--- config.mk ---
export PLATFORM = sky130hd
export DESIGN_NAME = fp_add_sequencer
export DESIGN_NICKNAME = d
export VERILOG_FILES = /design/src/rtl/fp_seq_pkg.sv /design/src/rtl/fp_result_fifo.sv /design/src/rtl/fp_add_sequencer.sv
export SDC_FILE = /design/constraint.sdc
export NUM_CORES = 1
export LEC_CHECK = 0
export CORE_UTILIZATION = 30
export CTS_CLUSTER_DIAMETER = 120
export DETAILED_ROUTE_END_ITERATION = 7
export GPL_TIMING_DRIVEN = 0
export PLACE_DENSITY = 0.64
export SLEW_MARGIN = 20
export SYNTH_ARGS = -nofsm -noshare
export SYNTH_HDL_FRONTEND = slang
export SYNTH_SLANG_ARGS = --single-unit
--- constraint.sdc ---
create_clock -name clk -period 5.2 [get_ports clk]
set_input_delay 1.56 -clock clk [delete_from_list [all_inputs] [get_ports clk]]
set_output_delay 1.56 -clock clk [all_outputs]
set_load 0.03 [all_outputs]
--- src/rtl/fp_seq_pkg.sv ---
// fp_seq_pkg: fp32 field layout, special-value constants and the class decode
// shared by the add sequencer and its result FIFO.
package fp_seq_pkg;
    typedef struct packed {
        logic        sign;
        logic [7:0]  exp;
        logic [22:0] man;
    } fp32_t;

    typedef struct packed {
        logic zero;
        logic inf;
        logic nan;
    } fp_class_t;

    localparam logic [7:0]  EXP_MAX = 8'hFF;
    localparam logic [31:0] QNAN    = 32'h7FC0_0000;
    localparam logic [31:0] POS_INF = 32'h7F80_0000;

    function automatic fp_class_t fp_class(input fp32_t f);
        fp_class_t c;
        c.zero = (f.exp == 8'h00) && (f.man == '0);
        c.inf  = ({1'b0, f.exp, f.man} == POS_INF);
        c.nan  = (f.exp == EXP_MAX) && (f.man != '0);
        return c;
    endfunction
endpackage

--- src/rtl/fp_result_fifo.sv ---
// fp_result_fifo: first-word fall-through sync FIFO of {result, tag};
// pointers carry one extra wrap bit so full and empty are distinguishable.
module fp_result_fifo #(
    parameter int DEPTH = 4,
    parameter int W     = 36
) (
    input  logic                   clk,
    input  logic                   rst_n,
    input  logic                   push_i,
    input  logic [W-1:0]           data_i,
    input  logic                   pop_i,
    output logic [W-1:0]           data_o,
    output logic                   full_o,
    output logic                   empty_o,
    output logic [$clog2(DEPTH):0] count_o
);
    localparam int AW = $clog2(DEPTH);

    logic [W-1:0] mem_q [DEPTH];
    logic [AW:0]  wr_q, rd_q;

    always_ff @(posedge clk or negedge rst_n) begin
        if (!rst_n) begin
            wr_q <= '0;
            rd_q <= '0;
        end else begin
            if (push_i) wr_q <= wr_q + 1'b1;
            if (pop_i) rd_q <= rd_q + 1'b1;
        end
    end

    always_ff @(posedge clk) begin
        if (push_i) mem_q[wr_q[AW-1:0]] <= data_i;
    end

    assign data_o  = mem_q[rd_q[AW-1:0]];
    assign count_o = wr_q - rd_q;
    assign empty_o = (wr_q == rd_q);
    assign full_o  = (wr_q[AW] != rd_q[AW]) && (wr_q[AW-1:0] == rd_q[AW-1:0]);

    a_no_overflow:  assert property (@(posedge clk) disable iff (!rst_n) push_i |-> !full_o);
    a_no_underflow: assert property (@(posedge clk) disable iff (!rst_n) pop_i |-> !empty_o);
endmodule

--- src/rtl/fp_add_sequencer.sv ---
// fp_add_sequencer: launches operand pairs onto the fpbus adder, tracks them through
// its fixed latency and returns results in launch order under credit control.
module fp_add_sequencer
    import fp_seq_pkg::*;
#(
    parameter int ADDER_LATENCY = 0,
    parameter int FIFO_DEPTH    = 4,
    parameter int TAG_W         = 4
) (
    input  logic             clk,
    input  logic             rst_n,
    input  logic             in_valid,
    output logic             in_ready,
    input  logic [31:0]      in_a,
    input  logic [31:0]      in_b,
    input  logic [TAG_W-1:0] in_tag,
    output logic [31:0]      bus_a,
    output logic [31:0]      bus_b,
    input  logic [31:0]      bus_result,
    output logic             out_valid,
    input  logic             out_ready,
    output logic [31:0]      out_result,
    output logic [TAG_W-1:0] out_tag,
    output logic             out_zero,
    output logic             out_inf,
    output logic             out_nan,
    output logic             busy
);
    localparam int CW = $clog2(FIFO_DEPTH) + 1;

    typedef struct packed {
        logic             vld;
        logic [TAG_W-1:0] tag;
    } flight_t;

    flight_t          flight_q [ADDER_LATENCY+1];
    logic [CW-1:0]    cnt_q, cnt_d;
    logic [31:0]      bus_a_q, bus_b_q;
    logic             launch, pop;
    logic             fifo_empty, fifo_full;
    logic [CW-1:0]    fifo_cnt;
    logic [31:0]      head_result;
    logic [TAG_W-1:0] head_tag;
    fp_class_t        head_class;

    assign in_ready = (cnt_q < CW'(FIFO_DEPTH));
    assign launch   = in_valid && in_ready;
    assign pop      = out_valid && out_ready;

    // cnt counts in-flight plus queued ops, so a launch always has a FIFO slot waiting
    always_comb begin
        cnt_d = (launch && !pop) ? cnt_q + 1'b1 : (pop && !launch) ? cnt_q - 1'b1 : cnt_q;
    end

    always_ff @(posedge clk or negedge rst_n) begin
        if (!rst_n) begin
            cnt_q   <= '0;
            bus_a_q <= '0;
            bus_b_q <= '0;
            for (int i = 0; i <= ADDER_LATENCY; i++) flight_q[i] <= '0;
        end else begin
            cnt_q <= cnt_d;
            if (launch) begin
                bus_a_q <= in_a;
                bus_b_q <= in_b;
            end
            flight_q[0] <= {launch, in_tag};
            for (int i = 1; i <= ADDER_LATENCY; i++) flight_q[i] <= flight_q[i-1];
        end
    end

    fp_result_fifo #(
        .DEPTH (FIFO_DEPTH),
        .W     (32 + TAG_W)
    ) u_fifo (
        .clk     (clk),
        .rst_n   (rst_n),
        .push_i  (flight_q[ADDER_LATENCY].vld),
        .data_i  ({bus_result, flight_q[ADDER_LATENCY].tag}),
        .pop_i   (pop),
        .data_o  ({head_result, head_tag}),
        .full_o  (fifo_full),
        .empty_o (fifo_empty),
        .count_o (fifo_cnt)
    );

    assign bus_a      = bus_a_q;
    assign bus_b      = bus_b_q;
    assign busy       = (cnt_q != '0);
    assign out_valid  = !fifo_empty;
    assign head_class = fp_class(fp32_t'(head_result));
    assign out_result = out_valid ? head_result : '0;
    assign out_tag    = out_valid ? head_tag : '0;
    assign out_zero   = out_valid && head_class.zero;
    assign out_inf    = out_valid && head_class.inf;
    assign out_nan    = out_valid && head_class.nan;

    a_cnt_range: assert property (@(posedge clk) disable iff (!rst_n) cnt_q <= CW'(FIFO_DEPTH));
    a_credit:    assert property (@(posedge clk) disable iff (!rst_n)
                                  (fifo_cnt <= cnt_q) && (!fifo_full || !in_ready));
endmodule

==> insert_results.sql, run 1 <==
INSERT INTO impl_metrics (metric_group, metric, value, unit) VALUES
('outcome', 'outcome', 'complete, no violations', ''),
('sta', 'worst_slew_pin_slew', '632.9', 'ps'),
('placed_design', 'placedCellCount', '1023', ''),
('logic_synthesis', 'syn-cell-area', '8593', 'sq um'),
('cts', 'path_clk_slew', '60', 'ps'),
('sta', 'period_minus_ws_final', '5047', 'ps'),
('placed_design', 'port_buffers', '209', ''),
('logic_synthesis', 'share_of_the_yosys_chip_area_belonging_to_registers', '73.03', '%'),
('finish', 'n_fill_cell', '2513', ''),
('finish', 'postLayoutCoreUtil', '42.93', '%'),
('worst_setup_path', 'worst-setup-path-type', 'reg2out', ''),
('power', 'p_total', '7.971', 'mW'),
('route', 'vias', '4742', ''),
('die', 'ioPinCount', '210', ''),
('global_routing', 'grt_pass1_wl', '29190', 'um'),
('cts', 'h-tree-depth', '1', ''),
('die', 'die_width', '171.2', 'um'),
('route', 'detailedRoute.firstIterationViolations', '255', ''),
('route', 'first_pass_iters', '4', ''),
('route', 'wl_met2', '8860', 'um'),
('worst_setup_path', 'slowest_cell_on_the_critical_path', 'clkdlybuf4s50_1', ''),
('route', 'highest_layer', 'met5', ''),
('worst_setup_path', 'worst_setup_path_end_kind', 'primary output', ''),
('cts', 'ctsRootBufferMaster', 'clkbuf_16', ''),
('worst_setup_path', 'path_cells', 'buf_2 -> clkbuf_2 -> buf_4 -> mux4_2 -> nor4_1 -> nand2_1 -> nor3_1 -> clkdlybuf4s50_1', ''),
('route', 'routed_via_density', '4.436', ''),
('route', 'totalWireLength', '19380', 'um'),
('run', 'max-cap-violations', '0', ''),
('worst_setup_path', 'regToRegSetupSlack', '2460', 'ps'),
('die', 'core_area', '28010', 'sq um'),
('cts', 'tritoncts_clock_tree', 'yes', ''),
('placed_design', 'gp_congestion', '0.7176', ''),
('cts', 'cts_sinks', '222', ''),
('worst_setup_path', 'path_max_fanout', '10', ''),
('logic_synthesis', 'post_synth.cell_area_avg', '19.94', 'sq um'),
('worst_setup_path', 'crit_family', 'buffers and inverters', ''),
('global_routing', 'antenna_found_initial', '2', ''),
('placed_design', 'dp.final_hpwl', '13440', 'um'),
('sta', 'clock.fmax', '198.1', 'MHz'),
('cts', 'insertion_delay', '520', 'ps'),
('global_routing', 'gr-total-overflow', '0', ''),
('route', 'drc_errors', '0', ''),
('sta', 'worst_slew_margin_rel', '57.80', '%'),
('worst_setup_path', 'worst-endpoint-arrival', '3490', 'ps'),
('logic_synthesis', 'yosysWarningCount', '0', ''),
('worst_setup_path', 'crit_buf_inv', '4', ''),
('die', 'chipHeight', '171.2', 'um'),
('sta', 'clock_tree_skew_after_final_layout', '7.267', 'ps'),
('power', 'power_leakage', '4.307', 'nW'),
('power', 'vdd_drop_max', '0.3482', 'mV'),
('worst_setup_path', 'worstSetupStartpointType', 'flop', ''),
('worst_setup_path', 'critPathMaxStageDelay', '700', 'ps'),
('route', 'dr_wl_met3', '2280', 'um'),
('hold_path', 'hold_path_class', 'reg2reg', ''),
('global_routing', 'tot_gr_track_use', '13.18', '%'),
('global_routing', 'grt_max_degree', '45', ''),
('hold_path', 'timing.hold.worst.start', 'u_fifo.rd_q[2]$_DFFE_PN0P_', ''),
('finish', 'sequential_cell_area', '6276', 'sq um'),
('sta', 'grt_setup_unrepaired', 'false', ''),
('finish', 'multi_input_area', '2193', 'sq um'),
('worst_setup_path', 'timing_startpoint_of_the_critical_path', 'u_fifo.rd_q[1]$_DFFE_PN0P_', ''),
('sta', 'setup_violations', '0', ''),
('route', 'postRouteAntennaNets', '0', ''),
('worst_setup_path', 'cp_data_required_time', '3640', 'ps'),
('worst_setup_path', 'crit-reg2reg-launch', 'cnt_q[2]$_DFFE_PN0P_', ''),
('finish', 'final_net_count', '783', ''),
('finish', 'drive_gt1_share', '20.43', '%'),
('global_routing', 'grt_pass1_vias', '5079', ''),
('sta', 'report.final.slew_viol_count', '0', ''),
('route', 'm1WireLength', '7885', 'um'),
('sta', 'hold_ws', '487.5', 'ps');
[per-layer routing]
metal | GRT usage, % | up-vias
met2 | 21.33 | 226
met5 | 0 | -
met4 | 3.339 | 2
met3 | 5.729 | 31
li1 | - | 2150
met1 | 16.10 | 2333
[flip-flops by register name (all words and copies together), names as in the netlist]
name and flops:
bus_b 32, flight_q 5, u_fifo.wr_q 3, cnt_q 3
bus_a 32, u_fifo.mem_q 144, u_fifo.rd_q 3
[stage by stage]
stage	TNS [ps]	setup WS, ps	cell area [sq um]
floorplan	0	1176	8593
global placement	-42800	-560.2	11160
detailed placement	0	316.7	11280
CTS	0	18.03	12020
global route	0	4.070	12020
finish	0	152.7	12020
[layout make-up]
cell class	count	area share, %
buffer	19	0.9469
sequential	222	52.20
clock buffer	35	5.682
clock inverter	10	0.4370
tap	378	3.933
multi-input combinational	184	18.24
antenna	1	0.02081
inverter	6	0.1873
timing repair buffer	214	18.36
[worst paths after layout]
| kind | endpoint | depth (start not counted) |
|---|---|---|
| worst min register to register | u_fifo.rd_q[2]$_DFFE_PN0P_ | 1 |
| worst max register to register | cnt_q[2]$_DFFE_PN0P_ | 9 |
| max in group asynchronous | flight_q[3]$_DFF_PN0_ | 2 |
| min in group asynchronous | bus_a[9]$_DFFE_PN0P_ | 1 |
| worst min-delay path | u_fifo.rd_q[2]$_DFFE_PN0P_ | 1 |
| worst max-delay path | out_zero | 8 |
[repair_timing]
| action | 4_1_cts | 5_1_grt |
|---|---|---|
| hold buffers | 0 | 0 |
| cloned | 0 | 0 |
| pin swaps | 0 | 0 |
| resized for setup | 2 | 4 |
| setup endpoints to repair | 3 | 2 |
[kinds of logic after synthesis]
kind of cell	share of synthesized area (%)
buf+inv	1.500
compound gates	0.2621
fa+ha+maj	1.107
simple gates	4.383
flops	73.03
mux	18.70
xor+xnor	1.019
[cell usage in the layout, fill, tap and decap left out, types with 3 or more instances in the layout]
master / netlist / layout
clkdlybuf4s50_1: 0 / 207
edfxtp_1: 144 / 144
dfrtp_1: 78 / 78
mux2_2: 66 / 66
and2_1: 39 / 35
clkbuf_16: 0 / 25
mux4_2: 22 / 22
clkbuf_1: 12 / 18
mux4_1: 14 / 14
xor2_1: 6 / 6
inv_1: 6 / 6
ha_1: 6 / 6
nor4_1: 5 / 5
clkinv_2: 0 / 5
buf_12: 1 / 4
and2_2: 0 / 4
nor3_1: 4 / 4
xnor2_1: 4 / 4
or3_1: 3 / 3
nand2_1: 3 / 3
nand4_1: 3 / 3
clkinv_1: 0 / 3
[power by group]
group,internal (mW),switching (mW)
Combinational,1.73,2.09
Sequential,2.35,0.213
Clock,0.913,0.681
Total,4.99,2.98
[synthesized netlist by cell type]
library cell	n	area (sq um)
buf_2	3	15.01
nor3_1	4	20.02
mux4_2	22	495.5
or3_1	3	18.77
nor2_1	1	3.750
edfxtp_1	144	4324
xnor2_1	4	35.03
buf_12	1	20.02
nor4_2	1	12.51
nand4_1	3	18.77
o31ai_1	1	7.510
nor4_1	5	31.28
fa_1	1	20.02
mux2_2	66	743.2
xor2_1	6	52.55
nor2b_1	1	6.260
nand3_1	2	10.01
clkbuf_1	12	45.04
ha_1	6	75.07
mux4_1	14	367.9
and2_1	39	244.0
inv_1	6	22.52
buf_6	2	22.52
o21ai_0	1	5.000
o21ba_1	1	10.01
nand2_1	3	11.26
buf_1	1	3.750
dfrtp_1	78	1952
Power figures use the tool's default switching activity.
==> run 2: changes to the inputs <==
CORE_ASPECT_RATIO = 2   (was not set)
==> run 2 against run 1 <==
  * Clock power fell by 5%
  * Cell area is 0.81% lower
  * Register-to-register slack lost 100 ps
  * Cell count down 2.8%
  * Non-clock buffer count unchanged
  * Critical path type unchanged
  * Critical path depth shrank 1
  * Die area grew 0.14%
  * Via count down 0.84%
  * Worst setup slack improved by 110 ps
  * Flip-flop and latch count is the same
  * Sequential power about the same
  * Sequential share of layout area is 0.43 points higher
==> insert_results.sql, run 2 (synthesized netlist as in run 1, its figures left out) <==
INSERT INTO impl_metrics (metric_group, metric, value, unit) VALUES
('hold_path', 'hold_path_class', 'reg2reg', ''),
('route', 'totalWireLength', '19790', 'um'),
('sta', 'clock_tree_skew_after_final_layout', '19.74', 'ps'),
('finish', 'mostFrequentLayoutCells', 'clkdlybuf4s50_1, edfxtp_1, dfrtp_1', ''),
('die', 'ioPinCount', '210', ''),
('route', 'routed_via_density', '4.526', ''),
('cts', 'path_clk_slew', '70', 'ps'),
('finish', 'layoutNonFillerInstCount', '1039', ''),
('worst_setup_path', 'path_cells', 'buf_6 -> buf_4 -> mux4_2 -> nor3_1 -> nand4_1 -> o21ba_1 -> clkdlybuf4s50_1', ''),
('finish', 'final_net_count', '779', ''),
('run', 'max-cap-violations', '0', ''),
('route', 'wl_per_cell', '19.05', 'um'),
('worst_setup_path', 'critPathMaxStageDelay', '600', 'ps'),
('cts', 'cts.hold.buffers_added', '0', ''),
('global_routing', 'tot_gr_track_use', '14.04', '%'),
('sta', 'finalWorstSetupSlack', '264.3', 'ps'),
('sta', 'clock.fmax', '202.6', 'MHz'),
('route', 'first_pass_iters', '4', ''),
('cts', 'cts_sinks', '222', ''),
('worst_setup_path', 'path_depth', '7', ''),
('sta', 'worst_slew_margin_rel', '55.61', '%'),
('route', 'vias', '4702', ''),
('power', 'power_leakage', '4.248', 'nW'),
('cts', 'h-tree-depth', '1', ''),
('outcome', 'outcome', 'complete, no violations', ''),
('cts', 'tritoncts_clock_tree', 'yes', ''),
('power', 'p_total', '7.891', 'mW'),
('cts', 'cts_buffers', '21', ''),
('route', 'drc_errors', '0', ''),
('die', 'die_width', '121.7', 'um'),
('worst_setup_path', 'path_max_fanout', '10', ''),
('worst_setup_path', 'worst-endpoint-arrival', '3380', 'ps'),
('worst_setup_path', 'worstSetupStartpointType', 'flop', ''),
('finish', 'drive_gt1_share', '20.53', '%'),
('power', 'cellPowerDensity', '661.6', 'nW/um^2'),
('placed_design', 'place_ws', '-135.1', 'ps'),
('finish', 'layout.cells.most_common', 'clkdlybuf4s50_1', ''),
('finish', 'flip_flop_count_of_the_largest_register_all_copies_and_words_added', '144', ''),
('die', 'core_area', '28190', 'sq um'),
('power', 'vdd_drop_max', '0.3825', 'mV'),
('global_routing', 'gr-total-overflow', '0', ''),
('worst_setup_path', 'cp_data_required_time', '3640', 'ps'),
('global_routing', 'gr-usage-met1', '14.04', '%'),
('cts', 'insertion_delay', '510', 'ps'),
('sta', 'worst_slew_pin_slew', '665.9', 'ps'),
('sta', 'setup_violations', '0', ''),
('worst_setup_path', 'slowest_cell_on_the_critical_path', 'clkdlybuf4s50_1', ''),
('global_routing', 'grt-busiest-layer', 'met2', ''),
('finish', 'flow.area_growth_from_synthesis', '38.79', '%'),
('placed_design', 'placedCellCount', '1001', ''),
('die', 'fp.dieArea', '29370', 'sq um'),
('worst_setup_path', 'crit_family', 'buffers and inverters', ''),
('global_routing', 'grt_max_degree', '44', ''),
('route', 'postRouteAntennaNets', '0', ''),
('global_routing', 'grt_pass1_wl', '30370', 'um'),
('global_routing', 'antenna_found_initial', '0', ''),
('placed_design', 'gp_congestion', '0.7420', ''),
('route', 'detailedRoute.firstIterationViolations', '263', ''),
('sta', 'report.final.slew_viol_count', '0', ''),
('die', 'initial_core_util', '30.48', '%'),
('placed_design', 'port_buffers', '209', ''),
('sta', 'timing.final.crit_share', '94.92', '%'),
('sta', 'period_minus_ws_final', '4936', 'ps'),
('sta', 'grt_setup_unrepaired', 'false', ''),
('worst_setup_path', 'crit_buf_inv', '3', ''),
('cts', 'ctsRootBufferMaster', 'clkbuf_16', ''),
('cts', 'clk_path_buf_depth', '3', ''),
('sta', 'hold_viol', '0', ''),
('worst_setup_path', 'worst-setup-path-type', 'reg2out', ''),
('worst_setup_path', 'worst_setup_path_end_kind', 'primary output', ''),
('global_routing', 'grt_pass1_vias', '5322', ''),
('hold_path', 'hold-path-cell-count', '0', ''),
('worst_setup_path', 'reg2reg_depth', '9', ''),
('global_routing', 'grt_use_met3', '4.261', '%'),
('finish', 'postLayoutCoreUtil', '42.30', '%'),
('die', 'row_count', '87', ''),
('global_routing', 'global_route.usage.met2', '27.00', '%'),
('placed_design', 'dp.final_hpwl', '13970', 'um'),
('die', 'chipHeight', '241.4', 'um');
[run 2: changes by cell type in the layout (fill, tap and decap cells not counted), sizes merged]
cell / before / now
buf: 12 / 13
bufinv: 0 / 2
clkbuf: 48 / 35
clkdlybuf4s50: 207 / 206
clkinvlp: 1 / 4
dlygate4sd2: 0 / 2
dlymetal6s2s: 1 / 0
inv: 7 / 6
[run 2: layout make-up]
class                   count  area [sq um]
multi-input cells         184          2202
plain buffers              19         116.4
repair buffers            214          2195
well taps                 356         445.4
inverters                   6         22.52
clock buffers              23         533.0
diodes                      1         2.502
flip-flops and latches    222          6276
fillers                  2523         16270
clock inverters            14         133.9
[run 2: final timing paths]
path	from	to	slack [ps]
max in group asynchronous	rst_n	bus_a[20]$_DFFE_PN0P_	3560
setup reg to reg	cnt_q[2]$_DFFE_PN0P_	cnt_q[2]$_DFFE_PN0P_	2360
hold / removal	flight_q[2]$_DFF_PN0_	u_fifo.mem_q[2][2]$_DFFE_PP_	490
min in group asynchronous	rst_n	bus_a[12]$_DFFE_PN0P_	1020
hold reg to reg	flight_q[2]$_DFF_PN0_	u_fifo.mem_q[2][2]$_DFFE_PP_	490
setup / recovery	u_fifo.rd_q[0]$_DFFE_PN0P_	out_nan	260
[run 2: routing by layer]
metal / vias to the layer above / part of all wire [%] / routed length, um
li1: 2143 / - / -
met4: 0 / 1.6 / 323
met5: - / 0 / 0
met1: 2340 / 34 / 6640
met3: 20 / 8.3 / 1651
met2: 199 / 56 / 11170
[run 2: through the flow]
| step | TNS (ps) | cell area, sq um | hold WS, ps |
|---|---|---|---|
| floorplan | 0 | 8593 | 454.7 |
| global placement | -37080 | 11130 | 465.3 |
| detailed placement | -301.6 | 11240 | 477.4 |
| CTS | 0 | 11920 | 493.4 |
| global route | 0 | 11920 | 511.1 |
| finish | 0 | 11930 | 485.7 |
[run 2: timing repair]
action                     4_1_cts  5_1_grt
setup endpoints to repair        3        1
gates resized for setup          8        1
buffers inserted                 0        0
[run 2: where the power goes]
group          leakage [nW]  internal [mW]  switching, mW
registers              2.22           2.35          0.197
logic                  1.71           1.73           2.11
clock network         0.312          0.845          0.670
[run 2: worst reg2reg max path: stages (launching register included)]
cell      delay (ps)
dfrtp_1          400
nor2b_1          140
clkbuf_1         490
clkbuf_1         580
ha_1             300
inv_1             60
fa_1             380
xor2_1           150
nor2_1           140
xnor2_1          130
